**src/rtl/perf_cnt_pkg.sv**
```systemverilog
// Shared constants and types for the performance counter bank.
// Holds the register-window offsets (relative to BASE_ADDR), the channel
// limit and the MMIO write payload type.
// Optional feature macro used by the bank: PERF_CNT_SNAPSHOT_EN.
package perf_cnt_pkg;

    localparam int unsigned MAX_CNT = 8;

    localparam logic [31:0] OFF_CTRL     = 32'h0000_0000;
    localparam logic [31:0] OFF_OVF      = 32'h0000_0004;
    localparam logic [31:0] OFF_CLR_ALL  = 32'h0000_0008;
    localparam logic [31:0] OFF_CLR_MASK = 32'h0000_000C;
    localparam logic [31:0] OFF_SNAP     = 32'h0000_0010;
    localparam logic [31:0] OFF_CNT      = 32'h0000_0020;
    localparam logic [31:0] OFF_LIVE     = 32'h0000_0060;

    typedef struct packed {
        logic [3:0]  wbe;
        logic [31:0] addr;
        logic [31:0] wdata;
    } mmio_wr_t;

    // Offset of channel idx inside a per-channel window starting at win.
    function automatic logic [31:0] chan_off(input logic [31:0] win, input int unsigned idx);
        return win + 32'(idx * 4);
    endfunction

endpackage

```
**src/rtl/perf_counter_cell.sv**
```systemverilog
// One event counter channel with clear, increment and wrap/saturate handling.
// Ports:
//   clk, rst     - clock, asynchronous active-high reset
//   en           - global count enable
//   clr          - synchronous clear, beats increment
//   inc          - increment request for this cycle
//   cnt_o        - current count (direct from flops)
//   ovf_set_c    - combinational pulse: an increment hit all-ones this cycle
module perf_counter_cell
    import perf_cnt_pkg::*;
#(
    parameter int unsigned CNT_W    = 32,
    parameter bit          SATURATE = 1'b0
) (
    input  logic             clk,
    input  logic             rst,
    input  logic             en,
    input  logic             clr,
    input  logic             inc,
    output logic [CNT_W-1:0] cnt_o,
    output logic             ovf_set_c
);

    logic [CNT_W-1:0] cnt_q;
    logic [CNT_W-1:0] cnt_d;

    // Next count: clear first, then increment with wrap or saturate at all-ones.
    always_comb begin
        cnt_d     = cnt_q;
        ovf_set_c = 1'b0;
        if (clr) begin
            cnt_d = '0;
        end else if (en && inc) begin
            if (&cnt_q) begin
                ovf_set_c = 1'b1;
                cnt_d     = SATURATE ? cnt_q : '0;
            end else begin
                cnt_d = cnt_q + CNT_W'(1);
            end
        end
    end

    always_ff @(posedge clk or posedge rst) begin
        if (rst) begin
            cnt_q <= '0;
        end else begin
            cnt_q <= cnt_d;
        end
    end

    assign cnt_o = cnt_q;

endmodule

```
**src/rtl/perf_counter_bank.sv**
```systemverilog
// Bank of NUM_CNT memory-mapped event counters on the MMIO path.
// Register window at BASE_ADDR: CTRL (enable), OVF (sticky, W1C), CLEAR_ALL,
// CLEAR_MASK, SNAP, counters at 0x20+4*i (and live view at 0x60+4*i when
// snapshots are built in).
// Ports:
//   clk, rst - clock, asynchronous active-high reset
//   wbe      - byte write enables, any set bit means a write
//   addr     - write address
//   wdata    - write data
//   rd_addr  - read address
//   rd_data  - registered read data, one cycle after rd_addr
//   event_i  - per-channel increment requests
//   ovf_o    - sticky overflow flags
// Optional feature: define PERF_CNT_SNAPSHOT_EN for SNAP shadow registers.
module perf_counter_bank
    import perf_cnt_pkg::*;
#(
    parameter int unsigned NUM_CNT   = 4,
    parameter int unsigned CNT_W     = 32,
    parameter logic [31:0] BASE_ADDR = 32'h8000_0010,
    parameter bit          SATURATE  = 1'b0
) (
    input  logic               clk,
    input  logic               rst,
    input  logic [3:0]         wbe,
    input  logic [31:0]        addr,
    input  logic [31:0]        wdata,
    input  logic [31:0]        rd_addr,
    output logic [31:0]        rd_data,
    input  logic [NUM_CNT-1:0] event_i,
    output logic [NUM_CNT-1:0] ovf_o
);

    mmio_wr_t wr_req;
    logic     wr_any;
    logic [31:0] wr_off;
    logic [31:0] rd_off;

    logic wr_ctrl;
    logic wr_ovf;
    logic wr_clr_all;
    logic wr_clr_mask;

    logic               en_q;
    logic               en_d;
    logic [NUM_CNT-1:0] ovf_q;
    logic [NUM_CNT-1:0] ovf_d;
    logic [31:0]        rd_data_q;
    logic [31:0]        rd_data_d;

    logic [NUM_CNT-1:0] clr_vec;
    logic [NUM_CNT-1:0] ovf_set;
    logic [CNT_W-1:0]   cnt [NUM_CNT];

    // Low address bits and the high wdata bits are intentionally ignored.
    logic unused_bits;
    assign unused_bits = ^{wr_req.wdata, wr_req.addr[1:0], rd_addr[1:0]};

    // Write decode on word-aligned offsets.
    assign wr_req      = '{wbe: wbe, addr: addr, wdata: wdata};
    assign wr_any      = |wr_req.wbe;
    assign wr_off      = {wr_req.addr[31:2], 2'b00} - BASE_ADDR;
    assign rd_off      = {rd_addr[31:2], 2'b00} - BASE_ADDR;
    assign wr_ctrl     = wr_any && (wr_off == OFF_CTRL) && wr_req.wbe[0];
    assign wr_ovf      = wr_any && (wr_off == OFF_OVF);
    assign wr_clr_all  = wr_any && (wr_off == OFF_CLR_ALL);
    assign wr_clr_mask = wr_any && (wr_off == OFF_CLR_MASK);

    // Per-channel clear requests from CLEAR_ALL and CLEAR_MASK.
    always_comb begin
        clr_vec = '0;
        if (wr_clr_all) begin
            clr_vec = '1;
        end
        if (wr_clr_mask) begin
            clr_vec = clr_vec | wr_req.wdata[NUM_CNT-1:0];
        end
    end

    for (genvar g = 0; g < NUM_CNT; g++) begin : g_cell
        perf_counter_cell #(
            .CNT_W    (CNT_W),
            .SATURATE (SATURATE)
        ) u_cell (
            .clk       (clk),
            .rst       (rst),
            .en        (en_q),
            .clr       (clr_vec[g]),
            .inc       (event_i[g]),
            .cnt_o     (cnt[g]),
            .ovf_set_c (ovf_set[g])
        );
    end

`ifdef PERF_CNT_SNAPSHOT_EN
    logic             wr_snap;
    logic [CNT_W-1:0] shadow_q [NUM_CNT];
    logic [CNT_W-1:0] shadow_d [NUM_CNT];

    assign wr_snap = wr_any && (wr_off == OFF_SNAP);

    // Shadows capture the pre-increment counts on a SNAP write.
    always_comb begin
        shadow_d = shadow_q;
        if (wr_snap) begin
            shadow_d = cnt;
        end
    end

    always_ff @(posedge clk or posedge rst) begin
        if (rst) begin
            for (int unsigned i = 0; i < NUM_CNT; i++) begin
                shadow_q[i] <= '0;
            end
        end else begin
            shadow_q <= shadow_d;
        end
    end
`endif

    // CTRL enable and sticky overflow; a new overflow beats W1C on the same bit.
    always_comb begin
        en_d  = en_q;
        ovf_d = ovf_q;
        if (wr_ctrl) begin
            en_d = wr_req.wdata[0];
        end
        if (wr_ovf) begin
            ovf_d = ovf_d & ~wr_req.wdata[NUM_CNT-1:0];
        end
        ovf_d = ovf_d | ovf_set;
    end

    // Read mux over current flop values, so a same-cycle write is not visible.
    always_comb begin
        rd_data_d = '0;
        if (rd_off == OFF_CTRL) begin
            rd_data_d = {31'b0, en_q};
        end
        if (rd_off == OFF_OVF) begin
            rd_data_d = 32'(ovf_q);
        end
        for (int unsigned i = 0; i < NUM_CNT; i++) begin
`ifdef PERF_CNT_SNAPSHOT_EN
            if (rd_off == chan_off(OFF_CNT, i)) begin
                rd_data_d = 32'(shadow_q[i]);
            end
            if (rd_off == chan_off(OFF_LIVE, i)) begin
                rd_data_d = 32'(cnt[i]);
            end
`else
            if (rd_off == chan_off(OFF_CNT, i)) begin
                rd_data_d = 32'(cnt[i]);
            end
`endif
        end
    end

    always_ff @(posedge clk or posedge rst) begin
        if (rst) begin
            en_q      <= 1'b1;
            ovf_q     <= '0;
            rd_data_q <= '0;
        end else begin
            en_q      <= en_d;
            ovf_q     <= ovf_d;
            rd_data_q <= rd_data_d;
        end
    end

    assign rd_data = rd_data_q;
    assign ovf_o   = ovf_q;

endmodule

```
**config.mk**
```make
export PLATFORM = sky130hd
export DESIGN_NAME = perf_counter_bank
export DESIGN_NICKNAME = d
export VERILOG_FILES = /design/src/rtl/perf_cnt_pkg.sv /design/src/rtl/perf_counter_cell.sv /design/src/rtl/perf_counter_bank.sv
export SDC_FILE = /design/constraint.sdc
export NUM_CORES = 1
export LEC_CHECK = 0
export ABC_AREA = 0
export BUFFER_PORTS_ARGS = -buffer_cell sky130_fd_sc_hd__buf_2
export CORE_MARGIN = 10
export CORE_UTILIZATION = 45
export CTS_CLUSTER_DIAMETER = 100
export CTS_CLUSTER_SIZE = 12
export DETAILED_ROUTE_END_ITERATION = 10
export PLACE_DENSITY = 0.68
export SLEW_MARGIN = 20
export SYNTH_ARGS = -nofsm -noshare
export SYNTH_HDL_FRONTEND = slang
export SYNTH_SLANG_ARGS = --single-unit
```
**constraint.sdc**
```tcl
create_clock -name clk -period 5.4 [get_ports clk]
set_input_delay 1.08 -clock clk [delete_from_list [all_inputs] [get_ports clk]]
set_output_delay 1.08 -clock clk [all_outputs]
set_load 0.01 [all_outputs]
```
==> results of run 1 <==
==> cells in the final DEF (no fill, tap or decap), drive strengths merged, types with 4 or more instances in the layout <==
master / instances
a21o: 4
mux2: 11
a21oi: 47
nand3: 71
o21a: 21
buf: 117
nor4: 30
and2: 13
o211a: 5
nand3b: 4
inv: 18
nand2: 105
or4: 7
xor2: 55
or3: 6
nor2: 166
a31oi: 16
a211oi: 7
o21ai: 30
and4: 20
nor4b: 4
nand2b: 5
a22o: 4
xnor2: 13
nor3: 64
clkbuf: 17
a22oi: 12
nor2b: 8
dfrtp: 164
nand4: 52
and3: 26
a222oi: 19
ha: 4
==> cells by family after synthesis <==
kind of cell / Yosys count / share of synthesized area (%)
AOI/OAI and AO/OA: 181 / 13.1
xor gates and xnor gates: 68 / 6.23
adders and majority gates: 4 / 0.524
buffers and inverters: 74 / 3.35
DFF: 165 / 43.2
muxes: 15 / 1.85
and+or+nand+nor: 591 / 31.8
==> final cells by class <==
class	instances	area [um^2]	area share, %
diodes	1	2.50	0.0231
clock buffers	17	425	3.93
clock inverters	15	155	1.43
inverters	10	41.3	0.381
multi-input cells	859	5110	47.2
flip-flops and latches	165	4130	38.2
well taps	275	344	3.18
repair buffers	117	618	5.71
==> power groups by stage <==
stage | Combinational [mW] | Clock, mW | Sequential [mW]
floorplan | 0.0379 | 0 | 1.26
global placement | 0.0817 | 0 | 1.26
detailed placement | 0.0831 | 0 | 1.26
CTS | 0.0834 | 1.24 | 1.24
global route | 0.0925 | 1.30 | 1.23
finish | 0.0815 | 1.23 | 1.24
==> worst max path at each step <==
stage / startpoint / endpoint / slack, ns / cells after the start
final: rd_addr[12] / rd_data[24] / 2.06 / 9
after global routing: addr[24] / g_cell[3].u_cell.cnt_o[25] / 1.88 / 7
after CTS: addr[24] / g_cell[3].u_cell.cnt_o[9] / 2.07 / 7
after detailed placement: addr[24] / g_cell[3].u_cell.cnt_o[10] / 1.60 / 7
after global placement: addr[24] / g_cell[3].u_cell.cnt_o[7] / 1.61 / 7
after floorplan: rst / g_cell[0].u_cell.cnt_o[0] / 2.22 / 1
==> metrics by stage <==
stage	setup slack, ns	power (mW)	util, %	area (um^2)
final	2.06	2.54	51.7	10800
after floorplan	2.22	1.30	-	9560
after CTS	2.07	2.56	51.6	10800
after global placement	1.61	1.34	48.9	10200
after global routing	1.88	2.63	51.6	10800
after detailed placement	1.60	1.34	48.9	10200
==> sequential cells by signal (all words and copies together) (netlist names) <==
name,count
rd_data,32
ovf_o,4
en_q,1
g_cell.u_cell.cnt_o,128
==> worst reg2reg max path, cell delays in order (launching register included) <==
cell and delay, ns:
dfrtp_1 0.53, ha_1 0.31, nand3_1 0.15, or4_4 0.48, nor4_4 0.74, nor2_1 0.33, nand4b_1 0.21, a21oi_1 0.08
==> layer usage <==
layer	track usage, %	routed length, um	up-vias
met5	0	0	-
met4	7.78	751	0
met3	6.34	2930	36
met2	30.8	13100	445
met1	29.5	12900	4350
li1	-	-	4167
==> results.txt, run 1 <==
IO Pins = 142
Placed Cells = 1426
RSZ-0062 raised after global routing = false
die width = 166 um
Leak = 4.72 nW
post-synth net total = 1208
post-route ant nets = 0
Ys Warns = 0
initial antenna violation count = 1
largest net degree at the start of global routing = 166
clock network fraction of total power = 48.3%
final worst-path cycle share = 61.8%
aggregate negative setup slack = 0 ns
Resize count post-CTS = 0
cell accounting for the most synthesized area = dfrtp_1
Worst Hold Class = flip-flop to flip-flop
vias = 8998
CP bufs+invs = 3
max_cap viols = 0
Hold Crit Depth = 2
Num CTS Buffers = 17
Post-synth ARST share = 100%
f_max = 300 MHz
clock-pin slew of the registers on the worst-case setup and hold paths = 0.07 ns
clk root buf = clkbuf_16
DRC viols = 0
status = completed
worst slew pin tran = 0.969 ns
Synth Cell Area = 9560 um^2
Wirelength per Cell = 20.4 um
Sw Share = 24.7%
clk sinks = 165
Final setup viols = 0
layout cells sized above 1 = 15.4%
clk_skew = 0.0119 ns
final WL = 29700 um
Post-synth top flop = dfrtp_1
Final Hold Viols = 0
Setup crit end kind = flip-flop
crit start category = input port
Flop pwr share = 48.5%
pwr dens = 235 nW/um^2
number of distinct library cells after synthesis = 72
Crit path required time = 5.73 ns
Synth Instances = 1098
Core Area = 21000 um^2
Post-CTS Setup Inserts = 0
worst hold path endpoint = g_cell[3].u_cell.cnt_o[20]
commonest cells in the netlist = 165 x nor2_1, 164 x dfrtp_1, 105 x nand2_1
first drt pass iteration count = 8
Initial DRC Count = 1101
first-pass GRT wire length = 47500 um
crit-path max FO = 27
number of H-tree levels = 4
full die area = 27500 um^2
total congestion overflow = 0
CTS tree = built
Syn Area/Cell = 8.71 um^2
Slew HR = 34.9%
Vias/cell = 6.17
Post-synth EDFFs = 0
worst path cell trace = buf_2, nor4_1, and4_1, buf_4, and2_1, buf_4, a22oi_1, or2_2, a31oi_1
CTS Buffer Depth = 2
Hold Path Origin = g_cell[3].u_cell.cnt_o[20]
Worst R2R Start = g_cell[0].u_cell.cnt_o[1]
CP peak stage delay = 0.46 ns
total track usage = 21.3%
main area contributors after synthesis = dfrtp_1 43%, nor2_1 6.5%, xor2_1 5.0%
Reg2Reg Setup Slack = 2.42 ns
CP dominant cell by count = buf_4
Final Wtd Congestion = 0.949
Die Y = 166 um
most common cell in the synthesized netlist = nor2_1
Detail Placement HPWL = 21500 um
area delta synth->final = 13.2%
Worst VDD drop = 0.000175 V
crit path kind = input port to flip-flop
CP delay by family, top = simple AND/OR/NAND/NOR gates
hold-fix buffers at CTS = 0
combinational share of power = 3.2%
Min Hold Slack = 0.575 ns
P_int = 1.92 mW
latest clock arrival within the worst-skew pair = 0.44 ns
switching pwr = 0.629 mW
Final #Nets = 1280
Initial Util = 45.6%
sequential area share after synthesis = 43.2%
Slew Limit Fails = 0
IO buf count = 109
Slowest-stage cell, CP = nor4_1
Synth Register Bits = 165
fillers = 2017
worst r2r path cells = 7
Final Non-Filler Cells = 1459
post-synth top area share = 42.9%
reg-to-reg endpoint = g_cell[0].u_cell.cnt_o[27]
vias in the first global route = 8344
Row Count = 53
Min Clock Period, post-route = 3.34 ns
Crit path arrival time = 3.67 ns
(Power assumes the default switching activity.)
==> inputs of run 2 (changes only) <==
Settings changed: PLACE_DENSITY 0.68 to 0.65.
Clock period 5.4 ns to 3.45 ns, I/O delays scaled along.
==> run 2 against run 1 <==
Total power up 63%. Global-route usage up 0.073 points. Highest routed layer unchanged. Critical path depth down 3.
==> results.txt, run 2 (same netlist as run 1, synthesis figures left out) <==
P_int = 3.28 mW (+71%)
vias = 9035 (+0.41%)
clk sinks = 165 (unchanged)
total track usage = 21.4% (+0.073 points)
vias in the first global route = 8391 (+0.56%)
Final #Nets = 1299 (+1.5%)
IO Pins = 142 (unchanged)
largest net degree at the start of global routing = 166 (unchanged)
commonest non-fill, non-tap cells in the layout = 165 x nor2_1, 164 x dfrtp_1, 109 x buf_2
IO buf count = 109 (unchanged)
Post-CTS Setup Inserts = 0 (unchanged)
Slew Limit Fails = 0 (unchanged)
combinational share of power = 3.1% (about the same)
Min Hold Slack = 0.526 ns (-0.0487 ns)
max_cap viols = 0 (unchanged)
layout cells sized above 1 = 16.3% (+0.92 points)
DRC viols = 0 (unchanged)
Vias/cell = 6.12 (-0.81%)
clock-pin slew of the registers on the worst-case setup and hold paths = 0.06 ns (about the same)
total congestion overflow = 0 (unchanged)
Core Area = 21000 um^2 (unchanged)
die width = 166 um (unchanged)
Antenna Cells = 0 (-1)
clk_skew = 0.00926 ns (-0.00260 ns)
CTS Buffer Depth = 2 (unchanged)
first drt pass iteration count = 8 (unchanged)
switching pwr = 0.875 mW (+39%)
Min Clock Period, post-route = 2.73 ns
post-placement setup slack = 0.428 ns (-1.17 ns)
hold-fix buffers at CTS = 0 (unchanged)
crit path kind = flip-flop to flip-flop
crit path launch = g_cell[3].u_cell.cnt_o[17]
post-route ant nets = 0 (unchanged)
Resize count post-CTS = 0 (unchanged)
Worst R2R Start = g_cell[3].u_cell.cnt_o[17]
aggregate negative setup slack = 0 ns (unchanged)
CTS tree = built
most common cell after layout, fill and taps aside = nor2_1
clk root buf = clkbuf_16
Initial DRC Count = 978 (-11%)
max reg flops = 128 (unchanged)
Initial Util = 45.6% (unchanged)
Crit path required time = 3.75 ns (-1.98 ns)
Final Hold Viols = 0 (unchanged)
Final setup viols = 0 (unchanged)
final WL = 30100 um (+1.4%)
status = completed
Reg2Reg Setup Slack = 0.72 ns (-1.70 ns)
first-pass GRT wire length = 47900 um (+0.74%)
latest clock arrival within the worst-skew pair = 0.43 ns (about the same)
initial antenna violation count = 0 (-1)
pwr dens = 377 nW/um^2 (+60%)
area delta synth->final = 15.4%
crit-path max FO = 14 (-48%)
Leak = 4.85 nW (+2.7%)
worst slew pin tran = 0.888 ns (-0.0814 ns)
Worst Hold Class = input port to asynchronous set/reset pin
Flop pwr share = 46.5% (-2.0 points)
Detail Placement HPWL = 22200 um (+3.6%)
Slew HR = 40.8% (+5.9 points)
crit start category = flip-flop
Sw Share = 21.1% (-3.7 points)
Worst VDD drop = 0.000244 V (+40%)
Setup crit end kind = flip-flop
full die area = 27500 um^2 (unchanged)
Row Count = 53 (unchanged)
RSZ-0062 raised after global routing = false
number of H-tree levels = 4 (unchanged)
Final Wtd Congestion = 0.952 (+0.39%)
Final WS setup = 0.717 ns (-1.34 ns)
clock network fraction of total power = 50.4% (+2.1 points)
f_max = 366 MHz
Crit path arrival time = 3.03 ns (-0.64 ns)
final worst-path cycle share = 79.2%
Wirelength per Cell = 20.4 um (+0.13%)
Die Y = 166 um (unchanged)
Num CTS Buffers = 17 (unchanged)
[run 2: cell types whose count changed in the layout (fill, tap and decap cells not counted)]
cell / delta
bufinv_16: +4
clkbuf_1: +5
diode_2: -1
clkinv_2: +1
clkinv_4: -2
inv_6: -7
buf_12: +1
inv_8: -2
clkbuf_8: +1
buf_4: +18
[run 2: cell type report]
type / count / area (um^2)
fill: 1986 / 9920
multi-input combinational: 859 / 5110
sequential: 165 / 4130
timing repair buffer: 136 / 773
clock buffer: 23 / 458
tap: 275 / 344
clock inverter: 9 / 179
inverter: 10 / 41.3
[run 2: power by group through the flow]
stage / combinational (mW) / clock (mW) / sequential [mW]
floorplan: 0.0594 / 0 / 1.97
global placement: 0.128 / 0 / 1.97
detailed placement: 0.130 / 0 / 1.97
CTS: 0.130 / 2.12 / 1.93
global route: 0.144 / 2.20 / 1.93
finish: 0.128 / 2.10 / 1.93
[run 2: metrics by stage]
stage | instances | area (um^2) | power (mW) | utilization [%]
floorplan | 1098 | 9560 | 2.03 | -
global placement | 1445 | 10400 | 2.10 | 49.6
detailed placement | 1445 | 10400 | 2.10 | 49.6
CTS | 1477 | 11000 | 4.18 | 52.7
global route | 1477 | 11000 | 4.27 | 52.7
finish | 1477 | 11000 | 4.16 | 52.7
[run 2: routing by layer]
metal | track usage, % | vias to the layer above | share of wire, %
met4 | 7.90 | 0 | 3.2
met3 | 5.02 | 47 | 8.4
met1 | 29.8 | 4401 | 44
met2 | 31.6 | 390 | 45
met5 | 0 | - | 0
li1 | - | 4197 | -
[run 2: path summary, 6_finish.rpt]
check                                             endpoint  cells after the start
worst max-delay path             g_cell[3].u_cell.cnt_o[7]                      6
worst min-delay path             g_cell[3].u_cell.cnt_o[8]                      3
worst max register to register   g_cell[3].u_cell.cnt_o[7]                      6
worst min register to register  g_cell[3].u_cell.cnt_o[16]                      2
max in group asynchronous       g_cell[0].u_cell.cnt_o[24]                      3
min in group clk                                      en_q                      2
[run 2: critical path: stages (launching register included)]
cell and delay (ns):
dfrtp_1 0.47, and4_1 0.32, nand4_1 0.21, nor4b_4 0.64, nand4_2 0.51, a221oi_1 0.38
nor2_1 0.06
